File: src/rtl/wm8731_pkg.sv
// Shared constants, types and slot-position decoding for the WM8731 master-mode audio interface.
package wm8731_pkg;

    localparam logic MODE_I2S = 1'b1;
    localparam logic MODE_PCM = 1'b0;
    localparam int   SAMPLE_W = 16;

    typedef enum logic {
        IDLE = 1'b0,
        RUN  = 1'b1
    } state_t;

    typedef struct packed {
        logic       valid;
        logic       right;
        logic [3:0] idx;
    } slot_pos_t;

    // Maps a frame bit position to the sample bit it carries (if any) for the given mode.
    function automatic slot_pos_t slot_pos(int cnt, int slot_bits, logic mode);
        slot_pos_t pos;
        int        k;
        pos = '0;
        k   = cnt % slot_bits;
        if (mode == MODE_I2S) begin
            if (k >= 1 && k <= SAMPLE_W) begin
                pos.valid = 1'b1;
                pos.right = (cnt >= slot_bits);
                pos.idx   = 4'(SAMPLE_W - k);
            end
        end else begin
            if (cnt >= 1 && cnt <= SAMPLE_W) begin
                pos.valid = 1'b1;
                pos.right = 1'b0;
                pos.idx   = 4'(SAMPLE_W - cnt);
            end else if (cnt > SAMPLE_W && cnt <= 2 * SAMPLE_W) begin
                pos.valid = 1'b1;
                pos.right = 1'b1;
                pos.idx   = 4'(2 * SAMPLE_W - cnt);
            end
        end
        return pos;
    endfunction

endpackage

File: src/rtl/wm8731_bclk_gen.sv
// BCLK divider: toggles o_bclk every BCLK_HALF cycles while running and flags
// the cycle in which each rising or falling edge is produced.
module wm8731_bclk_gen #(
    parameter int BCLK_HALF = 8
) (
    input  logic i_clk,
    input  logic i_rst,
    input  logic i_run,
    output logic o_bclk,
    output logic o_rise_evt,
    output logic o_fall_evt
);

    logic [7:0] r_div;
    logic       r_bclk;
    logic       w_tc;

    assign w_tc       = i_run && (r_div == 8'(BCLK_HALF - 1));
    assign o_rise_evt = w_tc && !r_bclk;
    assign o_fall_evt = w_tc && r_bclk;
    assign o_bclk     = r_bclk;

    always_ff @(posedge i_clk) begin
        if (i_rst) begin
            r_div  <= '0;
            r_bclk <= 1'b0;
        end else if (!i_run) begin
            r_div  <= '0;
            r_bclk <= 1'b0;
        end else if (w_tc) begin
            r_div  <= '0;
            r_bclk <= ~r_bclk;
        end else begin
            r_div <= r_div + 8'd1;
        end
    end

endmodule

File: src/rtl/wm8731_master_if.sv
// WM8731 audio interface in clock-master role: drives BCLK/LRCK, shifts 16-bit
// stereo DAC samples out and collects ADC samples, in I2S or DSP mode A.
module wm8731_master_if
    import wm8731_pkg::*;
#(
    parameter int BCLK_HALF = 8,
    parameter int SLOT_BITS = 32
) (
    input  logic               i_clk,
    input  logic               i_rst,
    input  logic               i_en,
    input  logic               i_mode,
    input  logic signed [15:0] i_data_left,
    input  logic signed [15:0] i_data_right,
    input  logic               i_adc_dat,
    output logic               o_bclk,
    output logic               o_lrck,
    output logic               o_dac_dat,
    output logic               o_strobe,
    output logic signed [15:0] o_data_left,
    output logic signed [15:0] o_data_right
);

    localparam int FRAME_BITS = 2 * SLOT_BITS;
    localparam int CNT_W      = $clog2(FRAME_BITS);
    localparam logic [CNT_W-1:0] CNT_LAST = CNT_W'(FRAME_BITS - 1);

    state_t                    r_state;
    logic [CNT_W-1:0]          r_cnt;
    logic                      r_mode;
    logic signed [15:0]        r_tx_left;
    logic signed [15:0]        r_tx_right;
    logic signed [15:0]        r_rx_left;
    logic signed [15:0]        r_rx_right;
    logic                      r_adc_meta;
    logic                      r_adc_sync;

    logic                      w_run;
    logic                      w_bclk;
    logic                      w_rise;
    logic                      w_fall;
    logic                      w_boundary;
    logic [CNT_W-1:0]          w_cnt_next;
    logic                      w_mode_next;
    logic signed [15:0]        w_tx_left_next;
    logic signed [15:0]        w_tx_right_next;
    slot_pos_t                 w_tx_pos;
    slot_pos_t                 w_rx_pos;
    logic                      w_lrck_next;
    logic                      w_dac_next;

    assign w_run  = (r_state == RUN);
    assign o_bclk = w_bclk;

    wm8731_bclk_gen #(
        .BCLK_HALF (BCLK_HALF)
    ) u_bclk_gen (
        .i_clk      (i_clk),
        .i_rst      (i_rst),
        .i_run      (w_run),
        .o_bclk     (w_bclk),
        .o_rise_evt (w_rise),
        .o_fall_evt (w_fall)
    );

    // Pin values are computed from the position, mode and samples that will be
    // in force after this fall, so the boundary cycle already uses the new frame.
    always_comb begin
        w_cnt_next      = (r_cnt == CNT_LAST) ? '0 : r_cnt + 1'b1;
        w_boundary      = w_fall && (r_cnt == CNT_LAST);
        w_mode_next     = w_boundary ? i_mode : r_mode;
        w_tx_left_next  = w_boundary ? i_data_left : r_tx_left;
        w_tx_right_next = w_boundary ? i_data_right : r_tx_right;
        w_tx_pos        = slot_pos(int'(w_cnt_next), SLOT_BITS, w_mode_next);
        w_rx_pos        = slot_pos(int'(r_cnt), SLOT_BITS, r_mode);
        w_dac_next      = 1'b0;
        if (w_tx_pos.valid) begin
            w_dac_next = w_tx_pos.right ? w_tx_right_next[w_tx_pos.idx]
                                        : w_tx_left_next[w_tx_pos.idx];
        end
        if (w_mode_next == MODE_I2S) begin
            w_lrck_next = (int'(w_cnt_next) >= SLOT_BITS);
        end else begin
            w_lrck_next = (w_cnt_next == '0);
        end
    end

    always_ff @(posedge i_clk) begin
        if (i_rst) begin
            r_adc_meta <= 1'b0;
            r_adc_sync <= 1'b0;
        end else begin
            r_adc_meta <= i_adc_dat;
            r_adc_sync <= r_adc_meta;
        end
    end

    always_ff @(posedge i_clk) begin
        if (i_rst) begin
            r_state      <= IDLE;
            r_cnt        <= CNT_LAST;
            r_mode       <= MODE_I2S;
            r_tx_left    <= '0;
            r_tx_right   <= '0;
            r_rx_left    <= '0;
            r_rx_right   <= '0;
            o_lrck       <= 1'b0;
            o_dac_dat    <= 1'b0;
            o_strobe     <= 1'b0;
            o_data_left  <= '0;
            o_data_right <= '0;
        end else begin
            o_strobe <= 1'b0;
            case (r_state)
                IDLE: begin
                    r_cnt     <= CNT_LAST;
                    o_lrck    <= 1'b0;
                    o_dac_dat <= 1'b0;
                    if (i_en) begin
                        r_state <= RUN;
                    end
                end
                RUN: begin
                    if (w_boundary && !i_en) begin
                        r_state   <= IDLE;
                        r_cnt     <= CNT_LAST;
                        o_lrck    <= 1'b0;
                        o_dac_dat <= 1'b0;
                    end else if (w_fall) begin
                        r_cnt     <= w_cnt_next;
                        o_lrck    <= w_lrck_next;
                        o_dac_dat <= w_dac_next;
                        if (w_boundary) begin
                            o_strobe     <= 1'b1;
                            r_mode       <= i_mode;
                            r_tx_left    <= i_data_left;
                            r_tx_right   <= i_data_right;
                            o_data_left  <= r_rx_left;
                            o_data_right <= r_rx_right;
                        end
                    end
                    if (w_rise && w_rx_pos.valid) begin
                        if (w_rx_pos.right) begin
                            r_rx_right[w_rx_pos.idx] <= r_adc_sync;
                        end else begin
                            r_rx_left[w_rx_pos.idx] <= r_adc_sync;
                        end
                    end
                end
                default: r_state <= IDLE;
            endcase
        end
    end

endmodule

File: config.mk
export PLATFORM = sky130hd
export DESIGN_NAME = wm8731_master_if
export DESIGN_NICKNAME = d
export VERILOG_FILES = /design/src/rtl/wm8731_pkg.sv /design/src/rtl/wm8731_bclk_gen.sv /design/src/rtl/wm8731_master_if.sv
export SDC_FILE = /design/constraint.sdc
export NUM_CORES = 1
export LEC_CHECK = 0
export CORE_ASPECT_RATIO = 1.5
export CORE_UTILIZATION = 30
export DETAILED_ROUTE_END_ITERATION = 10
export SYNTH_ARGS = -nofsm -noshare
export SYNTH_HDL_FRONTEND = slang
export SYNTH_SLANG_ARGS = --single-unit
File: constraint.sdc
create_clock -name i_clk -period 3.4 [get_ports i_clk]
set_input_delay 0.85 -clock i_clk [delete_from_list [all_inputs] [get_ports i_clk]]
set_output_delay 0.85 -clock i_clk [all_outputs]
set_load 0.02 [all_outputs]
Word level (Yosys, flattened, before mapping)
Cells that the tools add are included.
{ "op_classes": {"n_addsub": 8, "magnitude_cmp": 17, "n_eq_ne": 3, "n_mux": 36, "n_bitwise": 5, "reduce_logical": 23} }
{ "ops": {"columns": ["op", "n"], "rows": [
  ["2-to-1 mux 6 bit", 11],
  ["bitwise mux 16 bit", 2],
  ["2-to-1 mux 16 bit", 2],
  ["subtractor 1 x 4 -> 4 bit, first input constant", 6],
  ["2-to-1 mux 1 bit", 14],
  ["logical AND 1 bit", 13],
  [">= comparator 6 x 1 -> 1 bit, second input constant", 2],
  [">= comparator 6 bit, second input constant", 2],
  ["> comparator 6 x 5 -> 1 bit, second input constant", 2],
  ["less-or-equal comparator 6 x 5 -> 1 bit, second input constant", 2],
  ["less-or-equal comparator 6 bit, second input constant", 2],
  ["one-hot mux 6 bit (2 select lines)", 1],
  [">= comparator 5 x 1 -> 1 bit, second input constant", 2],
  ["less-or-equal comparator 5 bit, second input constant", 2],
  ["< comparator 4 x 5 -> 1 bit, second input constant", 2],
  ["AND reduction 3 bit", 3],
  ["adder 8 x 1 -> 8 bit, second input constant", 1],
  ["binary-select mux 1 bit (select 4 bit)", 2],
  ["== test 8 x 3 -> 1 bit, second input constant", 1],
  ["adder 6 x 1 -> 6 bit, second input constant", 1],
  ["== test 6 bit, second input constant", 1],
  ["logical NOT 6 bit", 1],
  ["one-hot mux 1 bit (2 select lines)", 3],
  ["inverter 1 bit", 5],
  ["8 further kinds", 9]
]} }
{ "totals": {"regBits": 118, "in_bits": 37, "output_inout_bits": 36, "word_cells": 108} }

Depth between registers and ports, before layout
Gate-level depths: netlist of run 1.
{ "logic_depth": {"depth_word": 14, "ltp_mapped": 14, "depth_no_buf": 11} }

Cells and area by module
From an unflattened synthesis of run 1, not the netlist that was laid out.
{ "unflattened": {"hier_cells": 736, "area_unflattened_um2": 5661.7} }
{ "modules_own_cells": {"columns": ["mod", "instances", "cells_per_inst", "area_each_um2", "seq_area_each_um2"], "rows": [
  ["wm8731_master_if", 1, 689, 5251.3, 2182.1],
  ["wm8731_bclk_gen", 1, 47, 410.4, 180.2]
]} }

Worst setup path after synthesis of run 1
OpenSTA, ideal clock, no wires.
{ "synth_path": {"path_type": "register to register", "start": "register r_cnt[0]", "end": "register o_dac_dat", "arrival_time_ns": 3.006, "slack_ns": 0.276, "stages_incl_launch_ff": 13, "path_buffers": 1, "path_cell_list": "dfxtp_1 -> clkbuf_1 -> inv_1 -> ha_1 -> nor2_1 -> o22ai_2 -> nand2_1 -> nor2_1 -> a221o_2 -> or4_4 -> o221a_1 -> o21ai_1 -> o21ai_1"} }
{ "synth_between": {"elab_chain_cells": 14, "word_cells_on_any_way": 35, "classes_between": "4 x add/sub; 7 x order compare; 2 x eq/ne; 17 x mux; 5 x reduce/logical"} }
{ "synth_lines": {"columns": ["item", "line_no", "text"], "rows": [
  ["start, declared", "wm8731_master_if.sv:29", "logic [CNT_W-1:0] r_cnt;"],
  ["start signal, assigned", "wm8731_master_if.sv:130", "r_cnt <= w_cnt_next;"],
  ["adder 6 x 1 -> 6 bit / == test 6 bit (equally long branches)", "wm8731_master_if.sv:69, wm8731_master_if.sv:70", null],
  ["2-to-1 mux 6 bit", "wm8731_master_if.sv:69", "w_cnt_next = (r_cnt == CNT_LAST) ? '0 : r_cnt + 1'b1;"],
  ["> comparator 6 x 5 -> 1 bit / less-or-equal comparator 6 bit (equally long branches)", "wm8731_pkg.sv:36", "end else if (cnt > SAMPLE_W && cnt <= 2 * SAMPLE_W) begin"],
  ["logical AND 1 bit", "wm8731_pkg.sv:36", null],
  ["2-to-1 mux 6 bit", "wm8731_pkg.sv:36", null],
  ["2-to-1 mux 6 bit", "wm8731_pkg.sv:32", "if (cnt >= 1 && cnt <= SAMPLE_W) begin"],
  ["2-to-1 mux 6 bit", "wm8731_pkg.sv:25", "if (mode == MODE_I2S) begin"],
  ["binary-select mux 1 bit (select 4 bit), on equally long branches", "wm8731_master_if.sv:79, wm8731_master_if.sv:78", null],
  ["2-to-1 mux 1 bit, on equally long branches", "wm8731_master_if.sv:79, wm8731_master_if.sv:78", null],
  ["2-to-1 mux 1 bit", "wm8731_master_if.sv:78", "w_dac_next = w_tx_pos.right ? w_tx_right_next[w_tx_pos.idx]"],
  ["2-to-1 mux 1 bit", "wm8731_master_if.sv:77", "if (w_tx_pos.valid) begin"],
  ["2-to-1 mux 1 bit", "wm8731_master_if.sv:129", "end else if (w_fall) begin"],
  ["2-to-1 mux 1 bit", "wm8731_master_if.sv:124", "if (w_boundary && !i_en) begin"],
  ["one-hot mux 1 bit (2 select lines)", "wm8731_master_if.sv:114", "case (r_state)"],
  ["end signal, assigned", "wm8731_master_if.sv:132", "o_dac_dat <= w_dac_next;"],
  ["end, declared", "wm8731_master_if.sv:18", "output logic o_dac_dat,"]
]} }
Parallel ways exist; a longest one is shown, timed or not. The select of a mux whose other input is x is not followed.
A chain may end at the register's enable or synchronous reset.

Final worst setup path of run 1
{ "layout_path": {"start": "register r_cnt[1]", "end": "register o_dac_dat"} }
Same word-level chain as after synthesis.

==> results of run 1 <==
==> area by class of cell <==
class	count	area, µm²	area share (%)
Sequential cell	118	2365	32.73
Multi-Input combinational cell	558	3017	41.76
Clock buffer	20	446.7	6.183
Inverter	6	22.52	0.3117
Tap cell	248	310.3	4.295
Timing Repair Buffer	99	958.4	13.27
Clock inverter	12	105.1	1.455
==> layer usage <==
layer	vias up	wire length, µm	GRT usage, %
met5	-	0	0
met4	0	355	7.723
met3	26	681	3.750
met2	107	7841	28.55
met1	2428	6593	18.47
li1	2614	-	-
==> stage by stage <==
step / util, % / hold WS (ns)
global route: 39.93 / 0.4598
CTS: 39.87 / 0.4504
detailed placement: 36.82 / 0.4365
global placement: 36.82 / 0.4205
floorplan: - / 0.4138
finish: 39.93 / 0.4485
==> cell usage after synthesis (2+ instances only) <==
master	count	area share, %
sky130_fd_sc_hd__nand2_1	199	13
sky130_fd_sc_hd__o21ai_0	26	2.3
sky130_fd_sc_hd__o32a_1	2	0.36
sky130_fd_sc_hd__nand3b_1	2	0.27
sky130_fd_sc_hd__a31oi_1	3	0.33
sky130_fd_sc_hd__and2_1	2	0.22
sky130_fd_sc_hd__inv_1	6	0.40
sky130_fd_sc_hd__ha_1	6	1.3
sky130_fd_sc_hd__xor2_1	7	1.1
sky130_fd_sc_hd__xnor2_1	8	1.2
sky130_fd_sc_hd__and3_2	2	0.27
sky130_fd_sc_hd__nand2b_1	4	0.45
sky130_fd_sc_hd__nor2b_1	7	0.78
sky130_fd_sc_hd__o21ai_1	3	0.27
sky130_fd_sc_hd__nor4_1	2	0.22
sky130_fd_sc_hd__nor2_1	73	4.9
sky130_fd_sc_hd__clkbuf_8	3	0.74
sky130_fd_sc_hd__a211oi_1	5	0.67
sky130_fd_sc_hd__o31ai_1	3	0.40
sky130_fd_sc_hd__or2_2	5	0.56
sky130_fd_sc_hd__o2111ai_1	2	0.31
sky130_fd_sc_hd__buf_2	5	0.45
sky130_fd_sc_hd__nor3_1	2	0.18
sky130_fd_sc_hd__nand4_1	2	0.22
sky130_fd_sc_hd__dfxtp_1	118	42
sky130_fd_sc_hd__or2b_1	2	0.27
sky130_fd_sc_hd__mux2i_1	24	4.3
sky130_fd_sc_hd__nand3_1	17	1.5
sky130_fd_sc_hd__and3_1	2	0.22
sky130_fd_sc_hd__clkbuf_1	36	2.4
sky130_fd_sc_hd__a22o_1	2	0.31
sky130_fd_sc_hd__a21oi_1	106	9.5
sky130_fd_sc_hd__o211ai_1	5	0.67
sky130_fd_sc_hd__and2_2	2	0.27
sky130_fd_sc_hd__nor3b_1	2	0.27
==> registers in the layout (all words and copies together), names as in the netlist, 6 cells and up <==
| register | cells |
|---|---|
| o_data_left | 16 |
| u_bclk_gen.r_div | 8 |
| r_rx_right | 16 |
| o_data_right | 16 |
| r_tx_left | 16 |
| r_cnt | 6 |
| r_tx_right | 16 |
| r_rx_left | 16 |
==> power by group through the flow <==
stage | clock [mW] | sequential (mW) | combinational [mW]
after floorplan | 0 | 1.42 | 0.0276
after detailed placement | 0 | 1.42 | 0.0789
after CTS | 1.72 | 1.39 | 0.0795
final | 1.68 | 1.39 | 0.0784
after global placement | 0 | 1.42 | 0.0797
after global routing | 1.78 | 1.39 | 0.0838
==> worst max path at each step <==
stage                endpoint  slack, ns  depth (start not counted)
global placement    o_dac_dat       0.22                         11
global route        o_dac_dat       0.02                         12
detailed placement  o_dac_dat       0.04                         11
floorplan           o_dac_dat       0.28                         12
CTS                 o_dac_dat       0.02                         11
finish              o_dac_dat       0.18                         10
==> what timing repair did <==
action,in CTS,in global routing
resized for setup,0,5
hold buffers,0,0
setup buffers,0,0
endpoints found under the setup margin,0,1
endpoints found under the hold margin,0,0
==> kinds of logic (layout without fill, tap and decap cells) <==
family | Yosys count | after routing
XOR/XNOR | 16 | 16
buffers and inverters | 53 | 137
AO/OA/AOI/OAI | 174 | 174
AND/OR/NAND/NOR | 335 | 335
flip-flops | 118 | 118
multiplexers | 27 | 27
adder cells (fa/ha/maj) | 6 | 6
==> critical path: stages (launching register included) <==
cell	delay [ns]
sky130_fd_sc_hd__dfxtp_2	0.44
sky130_fd_sc_hd__ha_1	0.30
sky130_fd_sc_hd__or3b_2	0.47
sky130_fd_sc_hd__a21oi_1	0.15
sky130_fd_sc_hd__a211oi_1	0.08
sky130_fd_sc_hd__a311o_4	0.42
sky130_fd_sc_hd__and2_4	0.17
sky130_fd_sc_hd__or4_4	0.55
sky130_fd_sc_hd__a32oi_1	0.26
sky130_fd_sc_hd__o32a_1	0.20
sky130_fd_sc_hd__o21ai_1	0.06
==> impl_metrics.py, run 1 <==
metrics = {
    "sta": {
        "layout_worst_path_cycle_share_pct": 94.62,
        "fin_crit_ns": 3.217,
        "finalHoldViolations": 0,
        "timing_max_transition_violations_final": 0,
        "clock.fmax_ghz": 0.3109,
        "finalSetupViolations": 0,
        "final_critical_path_setup_slack_ns": 0.1830,
        "timing_worst_slew_pin_value_ns": 1.094,
        "totalNegativeSetupSlack_ns": 0,
        "setup_repair_after_global_routing_missed_its_margin": "no",
        "worst_clock_skew_ns": 0.009617,
        "timing.max_slew.rel_slack_pct": 26.95,
    },
    "global_routing": {
        "track_usage_pct": 16.28,
        "antenna_found_initial": 0,
        "grt_first_pass_wirelength_mm": 24.56,
        "globalRouteOverflowTotal": 0,
        "grt_start_max_net_pins": 105,
        "grt_pass1_vias": 4955,
    },
    "route": {
        "drc": 0,
        "detail_route.wirelength_mm": 15.47,
        "drtPass1Iterations": 5,
        "post_drt_via_cell_ratio": 4.877,
        "dr.first_iter.drc_count": 213,
        "drt.antenna.violating_nets": 0,
        "dr_total_vias": 5175,
        "drt-wirelength-per-cell_um": 14.58,
    },
    "floorplan": {
        "die_height_um": 169.5,
        "effective_utilization_at_floorplan_pct": 31.02,
        "floorplan.core_area_um2": 18090,
        "die_width_um": 113.7,
        "boundaryPins": 73,
        "floorplan.die_area_um2": 19270,
        "count_of_standard_cell_rows": 60,
    },
    "power_and_ir_drop": {
        "total_leakage_power_nw": 2.510,
        "power.net_switching_mw": 0.7069,
        "cell_internal_pwr_mw": 2.448,
        "post-layout-total-power_mw": 3.155,
        "switching_share_pct": 22.41,
        "seq_power_share_pct": 44.2,
        "power.ir.vdd_worst_mv": 0.2712,
        "power_frac_comb_pct": 2.5,
        "clock_power_share_pct": 53.4,
        "powerDensity_nw_per_um2": 436.6,
    },
    "cells_and_area": {
        "fillCellCount": 1873,
        "leading_cell_types_in_the_layout_fill_and_taps_excluded": "sky130_fd_sc_hd__nand2_1 (198), sky130_fd_sc_hd__dfxtp_1 (116), sky130_fd_sc_hd__a21oi_1 (106)",
        "layout.cells.most_common": "sky130_fd_sc_hd__nand2_1",
        "post_route_cell_area_um2": 7224,
        "antennaDiodeCount": 0,
        "final_layout_size_suffix_gt1_share_pct": 10.95,
        "layout.nets": 843,
        "fin_cells": 1061,
        "area.growth.synth_to_final_pct": 28.71,
    },
    "critical_path": {
        "critPathLaunch": "r_cnt[1]",
        "rr_startpoint": "r_cnt[1]",
        "crit_arrival_ns": 3.52,
        "worstSetupEndpointType": "flop",
        "worst-setup-path-type": "reg -> reg",
        "crit-reg2reg-capture": "o_dac_dat",
        "timing.reg2reg.worst_path_depth": 10,
        "ff2ff_setup_slack_ns": 0.18,
        "worst_ep_required_time_ns": 3.71,
        "worstPathMaxFanout": 11,
        "cp-start-kind": "flop",
    },
    "hold_path": {
        "timing.hold.worst_endpoint": "o_data_right[9]",
        "hold_class": "reg -> reg",
        "holdPathStages": 2,
        "worst_hold_startpoint": "o_data_right[9]",
    },
    "placed_design": {
        "placed_cells_incl_taps": 1029,
        "worst_slack_after_detailed_placement_ns": 0.04398,
        "port_buffers": 72,
        "routabilityCongestion": 0.9186,
        "hpwl_detailed_mm": 10.52,
        "placement.cell_area_um2": 6661,
    },
    "synth": {
        "synth-warning-count": 0,
        "syn_avg_cell_area_um2": 7.699,
        "seq_total_area_yosys_pct": 42.09,
        "area_share_of_and_or_nand_nor_cells_after_synthesis_pct": 25.93,
        "synth.mux.area_fraction_pct": 5.127,
        "number_of_flops_mapped_to_enable_cells_by_yosys": 0,
        "post_synthesis_net_count": 772,
        "synth_seq_cells": 118,
        "synth_ff_type": "sky130_fd_sc_hd__dfxtp_1",
        "synth_xor_xnor_area_share_pct": 2.764,
        "synth_compound_area_share_pct": 18.37,
        "yosys.cell_types.count": 69,
        "async_reset_ff_share_pct": 0,
        "syn_inst": 729,
        "synth_top_family_by_area": "simple AND/OR/NAND/NOR gates",
        "mappedNetlistArea_um2": 5613,
        "synthAdderAreaFrac_pct": 1.337,
    },
    "clock_tree": {
        "ctsLongestPathBuffers": 2,
        "h_tree_levels": 4,
        "cts_made_buffers": 17,
        "clk_sinks": 118,
        "worst_skew_pair.late_latency_ns": 0.42,
        "cts.clk_slew.worst_paths_ns": 0.06,
        "cts.root.buffer_cell": "sky130_fd_sc_hd__clkbuf_16",
        "clock_tree_from_tritoncts": "yes",
    },
    "run_status": {
        "outcome": "finished clean",
    },
    "flow_run": {
        "drv.max_cap_violation_count": 0,
    },
}
Note: power is estimated with default switching activity, not from simulation.
==> inputs of run 2 (changes only) <==
- MAX_ROUTING_LAYER: not set -> met4
==> impl_metrics.py, run 2 (synthesis gave the netlist of run 1 again) <==
metrics = {
    "placed_design": {
        "routabilityCongestion": 0.9346,
        "worst_slack_after_detailed_placement_ns": 0.04398,
        "port_buffers": 72,
        "hpwl_detailed_mm": 10.52,
    },
    "clock_tree": {
        "clk_sinks": 118,
        "postCtsResizedCells": 0,
        "cts.root.buffer_cell": "sky130_fd_sc_hd__clkbuf_16",
        "cts_made_buffers": 17,
        "h_tree_levels": 4,
        "ctsLongestPathBuffers": 2,
        "cts.clk_slew.worst_paths_ns": 0.06,
        "clock_tree_from_tritoncts": "yes",
        "cts.repair_timing.setup_buffer_count": 0,
        "worst_skew_pair.late_latency_ns": 0.42,
        "cts.hold.buffers_added": 0,
    },
    "hold_path": {
        "hold_class": "reg -> reg",
        "holdPathStages": 1,
    },
    "route": {
        "dr_total_vias": 5218,
        "drc": 0,
        "met3_wirelength_um": 620,
        "met2_wirelength_mm": 7.898,
        "maxUsedRoutingLayer": "met4",
        "drt.antenna.violating_nets": 0,
        "detail_route.wirelength_mm": 15.44,
        "post_drt_via_cell_ratio": 4.918,
        "detail_route.wirelength.met1_mm": 6.585,
        "drtPass1Iterations": 4,
        "dr.first_iter.drc_count": 212,
        "drt-wirelength-per-cell_um": 14.55,
    },
    "global_routing": {
        "grt_first_pass_wirelength_mm": 24.63,
        "grt_pass1_vias": 4943,
        "globalRouteOverflowTotal": 0,
        "grt_start_max_net_pins": 105,
        "antenna_found_initial": 0,
        "track_usage_pct": 16.78,
    },
    "floorplan": {
        "floorplan.die_area_um2": 19270,
        "boundaryPins": 73,
        "die_height_um": 169.5,
        "die_width_um": 113.7,
        "count_of_standard_cell_rows": 60,
        "effective_utilization_at_floorplan_pct": 31.02,
        "floorplan.core_area_um2": 18090,
    },
    "sta": {
        "final_critical_path_setup_slack_ns": 0.1852,
        "clock.fmax_ghz": 0.3111,
        "timing_worst_slew_pin_value_ns": 1.151,
        "timing.max_slew.rel_slack_pct": 23.19,
        "setup_repair_after_global_routing_missed_its_margin": "no",
        "layout_worst_path_cycle_share_pct": 94.55,
        "finalSetupViolations": 0,
        "fin_crit_ns": 3.215,
        "worst_clock_skew_ns": 0.009328,
        "totalNegativeSetupSlack_ns": 0,
        "timing_max_transition_violations_final": 0,
        "finalHoldViolations": 0,
    },
    "flow_run": {
        "drv.max_cap_violation_count": 0,
    },
    "critical_path": {
        "cp-start-kind": "flop",
        "worst-setup-path-type": "reg -> reg",
        "critical_path.cell_chain": "ha_1 > or3b_2 > a21oi_1 > a211oi_1 > a311o_4 > and2_4 > or4_4 > a32oi_1 > o32a_1 > o21ai_1",
        "timing.critical_path.slowest_stage_cell": "sky130_fd_sc_hd__or4_4",
        "cpPeakStageDelay_ns": 0.55,
        "timing.reg2reg.worst_path_depth": 10,
        "worstPathMaxFanout": 11,
        "worst_ep_required_time_ns": 3.70,
        "worstSetupEndpointType": "flop",
        "crit_arrival_ns": 3.52,
    },
    "cells_and_area": {
        "combined_area_of_the_multi_input_logic_cells_um2": 3017,
        "layout.nets": 843,
        "leading_cell_types_in_the_layout_fill_and_taps_excluded": "sky130_fd_sc_hd__nand2_1 (198), sky130_fd_sc_hd__dfxtp_1 (116), sky130_fd_sc_hd__a21oi_1 (106)",
        "final_layout_size_suffix_gt1_share_pct": 10.95,
        "area.growth.synth_to_final_pct": 28.71,
        "final_core_util_pct": 39.93,
        "antennaDiodeCount": 0,
        "layout.cells.most_common": "sky130_fd_sc_hd__nand2_1",
        "area.sequential_um2": 2365,
        "fillCellCount": 1873,
    },
    "power_and_ir_drop": {
        "powerDensity_nw_per_um2": 436.5,
        "total_leakage_power_nw": 2.510,
        "power.ir.vdd_worst_mv": 0.2696,
    },
    "run_status": {
        "outcome": "finished clean",
    },
}
run 2: final cells by class:
class / instances / area share, %
timing repair buffer: 99 / 13.27
multi-input combinational: 558 / 41.76
inverter: 6 / 0.3117
clock inverter: 12 / 1.455
clock buffer: 20 / 6.183
sequential: 118 / 32.73
tap: 248 / 4.295
run 2: power by group:
group	leakage [nW]	internal, mW	switching (mW)	total (mW)
registers	0.950	1.39	0.00725	1.39
logic	1.30	0.0426	0.0359	0.0786
clock network	0.258	1.02	0.662	1.68
run 2: layer usage:
metal,vias to the layer above,global-route usage [%]
li1,2620,-
met3,23,3.679
met2,111,28.47
met1,2464,18.65
met5,-,-
met4,0,7.723
run 2: worst paths after layout:
check | start | end | slack [ns]
worst max-delay path | r_cnt[1] | o_dac_dat | 0.19
worst max register to register | r_cnt[1] | o_dac_dat | 0.19
worst min register to register | r_adc_meta | r_adc_sync | 0.45
worst min-delay path | r_adc_meta | r_adc_sync | 0.45
run 2: critical path, delay by kind of cell (launching register included):
kind | cells | cell delay [ns]
simple gates | 3 | 1.19
compound gates | 6 | 1.19
flops | 1 | 0.44
fa+ha+maj | 1 | 0.30
run 2: per-stage QoR:
stage	std cells	power [mW]	hold slack, ns	instance area [µm²]
floorplan	729	1.446	0.4138	5613
global placement	1029	1.503	0.4205	6661
detailed placement	1029	1.502	0.4365	6661
CTS	1061	3.195	0.4504	7213
global route	1061	3.256	0.4598	7224
finish	1061	3.153	0.4480	7224
==> inputs of run 3 (changes only) <==
- CTS_CLUSTER_DIAMETER: not set -> 40
==> results of run 3 <==
Same layout as run 2: the final DEF is identical, and so are final timing and power.
==> edit 1, RTL diff (flow settings as in run 1) <==
`SLOT_BITS`: 32 -> 64.
--- a/src/rtl/wm8731_master_if.sv
+++ b/src/rtl/wm8731_master_if.sv
@@ -4,7 +4,7 @@
     import wm8731_pkg::*;
 #(
     parameter int BCLK_HALF = 8,
-    parameter int SLOT_BITS = 32
+    parameter int SLOT_BITS = 64
 ) (
     input  logic               i_clk,
     input  logic               i_rst,
Check against the original RTL: no difference found for any inputs over 10 cycles, from zero or initial values and one cycle with i_rst high; that may be too few to reach the edited logic, so the function may still have changed.
==> edit 1 against run 1 <==
Via count fell by 0.85%. Critical path depth is 1 higher. Sequential cell count up 1. Final cell count increased by 1.2%. Routed wire length fell by 4.1%. Setup slack lost 0.015 ns. Final area increased by 1.0%. Sequential share of layout area decreased by 0.091 points. Count of clock-buffer cells in the layout shrank 3. Power grew 2.1%. Area after synthesis fell by 0.13%. Global-route usage decreased by 0.38 points. First-iteration DRC count is 48% higher. Critical endpoint unchanged. Largest cell class unchanged.
==> edit 1: results (changes against run 1) <==
Lkg Pwr=0.00264 µW (+5.0%); global-route usage over all layers=0.159 (-0.00384); Synth cell types=64 (-7.2%); most instantiated cells after synthesis=207 x nand2_1, 119 x dfxtp_1, 100 x a21oi_1, 54 x nor2_1, 38 x nand3_1; largest net degree at the start of global routing=63 (-40%); Area after DPL=0.00672 mm² (+0.92%); Plain + repair buffers=108 (+9.1%); half-perimeter wire length after detailed placement=10.5 mm (+0.16%); fraction of standard cell area in multi-input logic=0.411 (-0.00697); vias post-DR=5131 (-0.85%); DP Worst Slack=0.192 ns (+0.148 ns); Worst R2R Path Depth=11 (+1); critical path peak fanout=7 (-4); reg-to-reg slack, setup=0.17 ns (-0.02 ns); dpl cells=1042 (+1.3%); Data buffer area share=0.139 (+0.00620); Detailed Route Iter0 Violations=316 (+48%); clock skew=0.00608 ns (-0.00354 ns); worst r2r src=r_cnt[0]; first-pass GRT wire length=24.3 mm (-1.2%); max incr delay on CP=0.47 ns (-0.08 ns); Clock-cell share=0.0780 (+0.00163); Filler cells=1903 (+1.6%); Final Cycle Share=0.951 (+0.00452); Multi-In Gates=560 (+0.36%); Seq area share=0.326 (-0.000912); cell family contributing the most delay on the critical path=compound AO/OA/AOI/OAI gates; status=finished, final reports clean; Avg Vias per Cell=4.78 (-2.1%); Worst IR Drop VDD=0.215 mV (-21%); total wire length=14.8 mm (-4.1%); clock sink count=119 (+0.85%); sequential area share after synthesis=0.425 (+0.00414); synth top area cells=dfxtp_1 43%, nand2_1 14%, a21oi_1 8.9%; Non-clk invs=7 (+1)
-- edit 1: cell types whose count changed in the layout (fill, tap and decap cells not counted), moves of 5 or more --
cell     before  now
nand3_1      17   38
nor2_1       73   52
buf_4        25   35
nand2_1     198  207
o21ai_0      26   17
a21oi_1     106   99
and2_1        1    8
and3_1        2    7
nor4_1        2    7
or3_1         0    5
-- edit 1: cell families after synthesis --
family                   after synthesis  share of synthesized area
AO/OA/AOI/OAI                        152                      0.158
XOR/XNOR                              17                     0.0266
adder cells (fa/ha/maj)                5                     0.0112
buffers and inverters                 54                     0.0424
flip-flops                           119                      0.425
multiplexers                          31                     0.0569
AND/OR/NAND/NOR                      355                      0.280
-- edit 1: how the worst min path moves through the flow --
stage / slack, ns / depth (start not counted) / end / start
detailed placement: 0.43 / 1 / r_adc_sync / r_adc_meta
CTS: 0.45 / 1 / r_adc_sync / r_adc_meta
floorplan: 0.41 / 1 / r_adc_sync / r_adc_meta
finish: 0.44 / 1 / r_adc_sync / r_adc_meta
global route: 0.46 / 1 / r_adc_sync / r_adc_meta
global placement: 0.43 / 1 / r_adc_sync / r_adc_meta
-- edit 1: power breakdown --
part | leakage (µW) | internal (µW) | total [µW] | switching (µW)
Clock | 0.000278 | 1020 | 1740 | 722
Sequential | 0.000959 | 1400 | 1400 | 6.86
Combinational | 0.00140 | 41.3 | 74.2 | 32.9
-- edit 1: layer usage --
layer / vias up / global-route usage / wire length (µm)
met4: 0 / 0.0692 / 323
met5: - / 0 / 0
met2: 116 / 0.277 / 7480
met1: 2343 / 0.189 / 6570
met3: 21 / 0.0289 / 470
li1: 2651 / - / -
-- edit 1: timing repair --
item,4_1_cts,5_1_grt
resized for setup,0,2
endpoints found under the setup margin,0,1
buffers inserted,0,0
==> edit 2, RTL diff (flow settings as in run 1) <==
Without the edit above. Reset style: asynchronous (`i_rst`), changed in 3 clocked blocks.
--- a/src/rtl/wm8731_bclk_gen.sv
+++ b/src/rtl/wm8731_bclk_gen.sv
@@ -20,7 +20,7 @@
     assign o_fall_evt = w_tc && r_bclk;
     assign o_bclk     = r_bclk;
 
-    always_ff @(posedge i_clk) begin
+    always_ff @(posedge i_clk or posedge i_rst) begin
         if (i_rst) begin
             r_div  <= '0;
             r_bclk <= 1'b0;
--- a/src/rtl/wm8731_master_if.sv
+++ b/src/rtl/wm8731_master_if.sv
@@ -85,7 +85,7 @@
         end
     end
 
-    always_ff @(posedge i_clk) begin
+    always_ff @(posedge i_clk or posedge i_rst) begin
         if (i_rst) begin
             r_adc_meta <= 1'b0;
             r_adc_sync <= 1'b0;
@@ -95,7 +95,7 @@
         end
     end
 
-    always_ff @(posedge i_clk) begin
+    always_ff @(posedge i_clk or posedge i_rst) begin
         if (i_rst) begin
             r_state      <= IDLE;
             r_cnt        <= CNT_LAST;
Check against the original RTL: differs if i_rst is asserted again (counterexample within 10 cycles, from zero or initial values and one cycle with i_rst high); with i_rst held inactive, the same outputs for 10 cycles.
==> edit 2 against run 1 <==
Core utilization increased by 0.91 points. Sequential cell count unchanged. Final area grew 5.3%. Final cell count fell by 20%. Critical path type unchanged. Area after synthesis grew 2.2%. Critical endpoint is now o_dac_dat. Setup slack worse by 0.063 ns. Worst hold slack worse by 0.10 ns. Synthesized cell count decreased by 32%. Routed wire length fell by 16%.
Power is not compared: it rests on default switching activity, and its combinational part moved more than twofold at a synthesized area within 25%.
==> edit 2: results (changes against run 1) <==
clock skew=0.00592 ns (-0.00370 ns); first-pass GRT wire length=20.6 mm (-16%); sequential area share after synthesis=0.516 (+0.0956); worst hold-check path type=reg -> reg; CTS Buffer Depth=2 (unchanged); CTS root buf=clkbuf_16; Max Slew Vio Count=0 (unchanged); predominant post-synthesis flop cell=dfrtp_1; Net Sw Frac=0.343; Synth cell types=59 (-14%); Final Cycle Share=0.965 (+0.0186); antenna violations before repair=0 (unchanged); Lkg Pwr=0.00347 µW; worst r2r src=u_bclk_gen.r_div[1]; gr ovfl total=0 (unchanged); status=finished, final reports clean; Synthesis Warnings=0 (unchanged); critical path peak fanout=8 (-3); synth top area cells=dfrtp_1 48%, mux2_2 18%, nand2_1 3.4%; # setup viols final=0 (unchanged); Port Buffers=72 (unchanged); H-Tree Level Count=4 (unchanged); ys async rst share=1.00 (+1.00); syn_nets=541 (-30%); global-route usage over all layers=0.137 (-0.0262); worst skew pair latency=0.42 ns (about the same); layout cells sized above 1=0.285 (+0.176); Num CTS Buffers=17 (unchanged); Detailed Route Iter0 Violations=136 (-36%); Avg Vias per Cell=4.79 (-1.7%); reg-to-reg slack, setup=0.12 ns (-0.06 ns); clock transition at the registers of the reported paths=0.05 ns; worst setup path class=reg -> reg; nets@finish=631 (-25%); vias in the first global route=4113 (-17%); total wire length=13.0 mm (-16%); cell family contributing the most delay on the critical path=simple AND/OR/NAND/NOR gates; half-perimeter wire length after detailed placement=9.01 mm (-14%); First-pass DRT Iterations=6 (+1); largest net degree at the start of global routing=119 (+13%); max incr delay on CP=0.46 ns (-0.09 ns); CP max-delay cell=or4b_4; Worst-Margin Slew=0.879 ns (-0.215 ns); CP Data Arrival Time=3.59 ns (+0.07 ns); worst reg2reg path endpoint=o_dac_dat; n_diodes=0 (unchanged); Worst R2R Path Depth=12 (+2); most instantiated cells after synthesis=111 x dfrtp_1, 92 x mux2_2, 52 x nand2_1, 39 x nor2_1, 24 x clkbuf_1; GPL Wtd Cong=0.831 (-9.5%); DP Worst Slack=-0.0367 ns (-0.0807 ns); Worst IR Drop VDD=between 0.4 and 0.5 mV
## edit 2: final cells by class
class | instances | area [µm²]
inverters | 6 | 26.3
fillers | 1825 | 11000
clock buffers | 23 | 468
repair buffers | 98 | 971
clock inverters | 8 | 148
multi-input cells | 347 | 2720
flip-flops and latches | 118 | 2960
well taps | 252 | 315
## edit 2: cells by family after synthesis
family          share of synthesized area
flops                               0.516
buf+inv                            0.0242
mux                                 0.225
simple gates                        0.125
fa+ha+maj                          0.0131
compound gates                     0.0781
xor+xnor                           0.0183
## edit 2: per-layer routing
metal	GRT usage	part of all wire	wire length [µm]
met1	0.155	0.42	5400
met5	0	0	0
met2	0.241	0.53	6920
met4	0.0610	0.018	230
met3	0.0328	0.032	418
## edit 2: power by group through the flow
stage                     registers (µW)  clock network, µW  logic (µW)
final                               1920               1870        2250
after global routing                1950               1970        2470
after CTS                           1900               1910        2070
after detailed placement            1920                  0        2060
after global placement              1920                  0        2030
after floorplan                     1820                  0        1520
## edit 2: what timing repair did
item	4_1_cts	5_1_grt
gates resized for setup	1	12
setup endpoints to repair	1	1
buffers inserted	0	5
pin swaps	0	8
gates cloned	0	1
## edit 2: worst min-delay path by stage
stage | startpoint | endpoint | slack (ns) | cells after the start
floorplan | r_adc_meta | r_adc_sync | 0.33 | 0
global placement | r_adc_meta | r_adc_sync | 0.33 | 0
detailed placement | r_adc_meta | r_adc_sync | 0.34 | 0
CTS | r_adc_meta | r_adc_sync | 0.35 | 0
global route | r_adc_meta | r_adc_sync | 0.36 | 0
finish | r_adc_meta | r_adc_sync | 0.34 | 0
## edit 2: per-stage QoR
step / power [µW] / area (µm²) / cells
3_5_place_dp: 3990 / 6850 / 815
6_report: 6040 / 7600 / 852
3_3_place_gp: 3950 / 6850 / 815
2_1_floorplan: 3340 / 5740 / 498
4_1_cts: 5880 / 7480 / 846
5_1_grt: 6400 / 7600 / 852
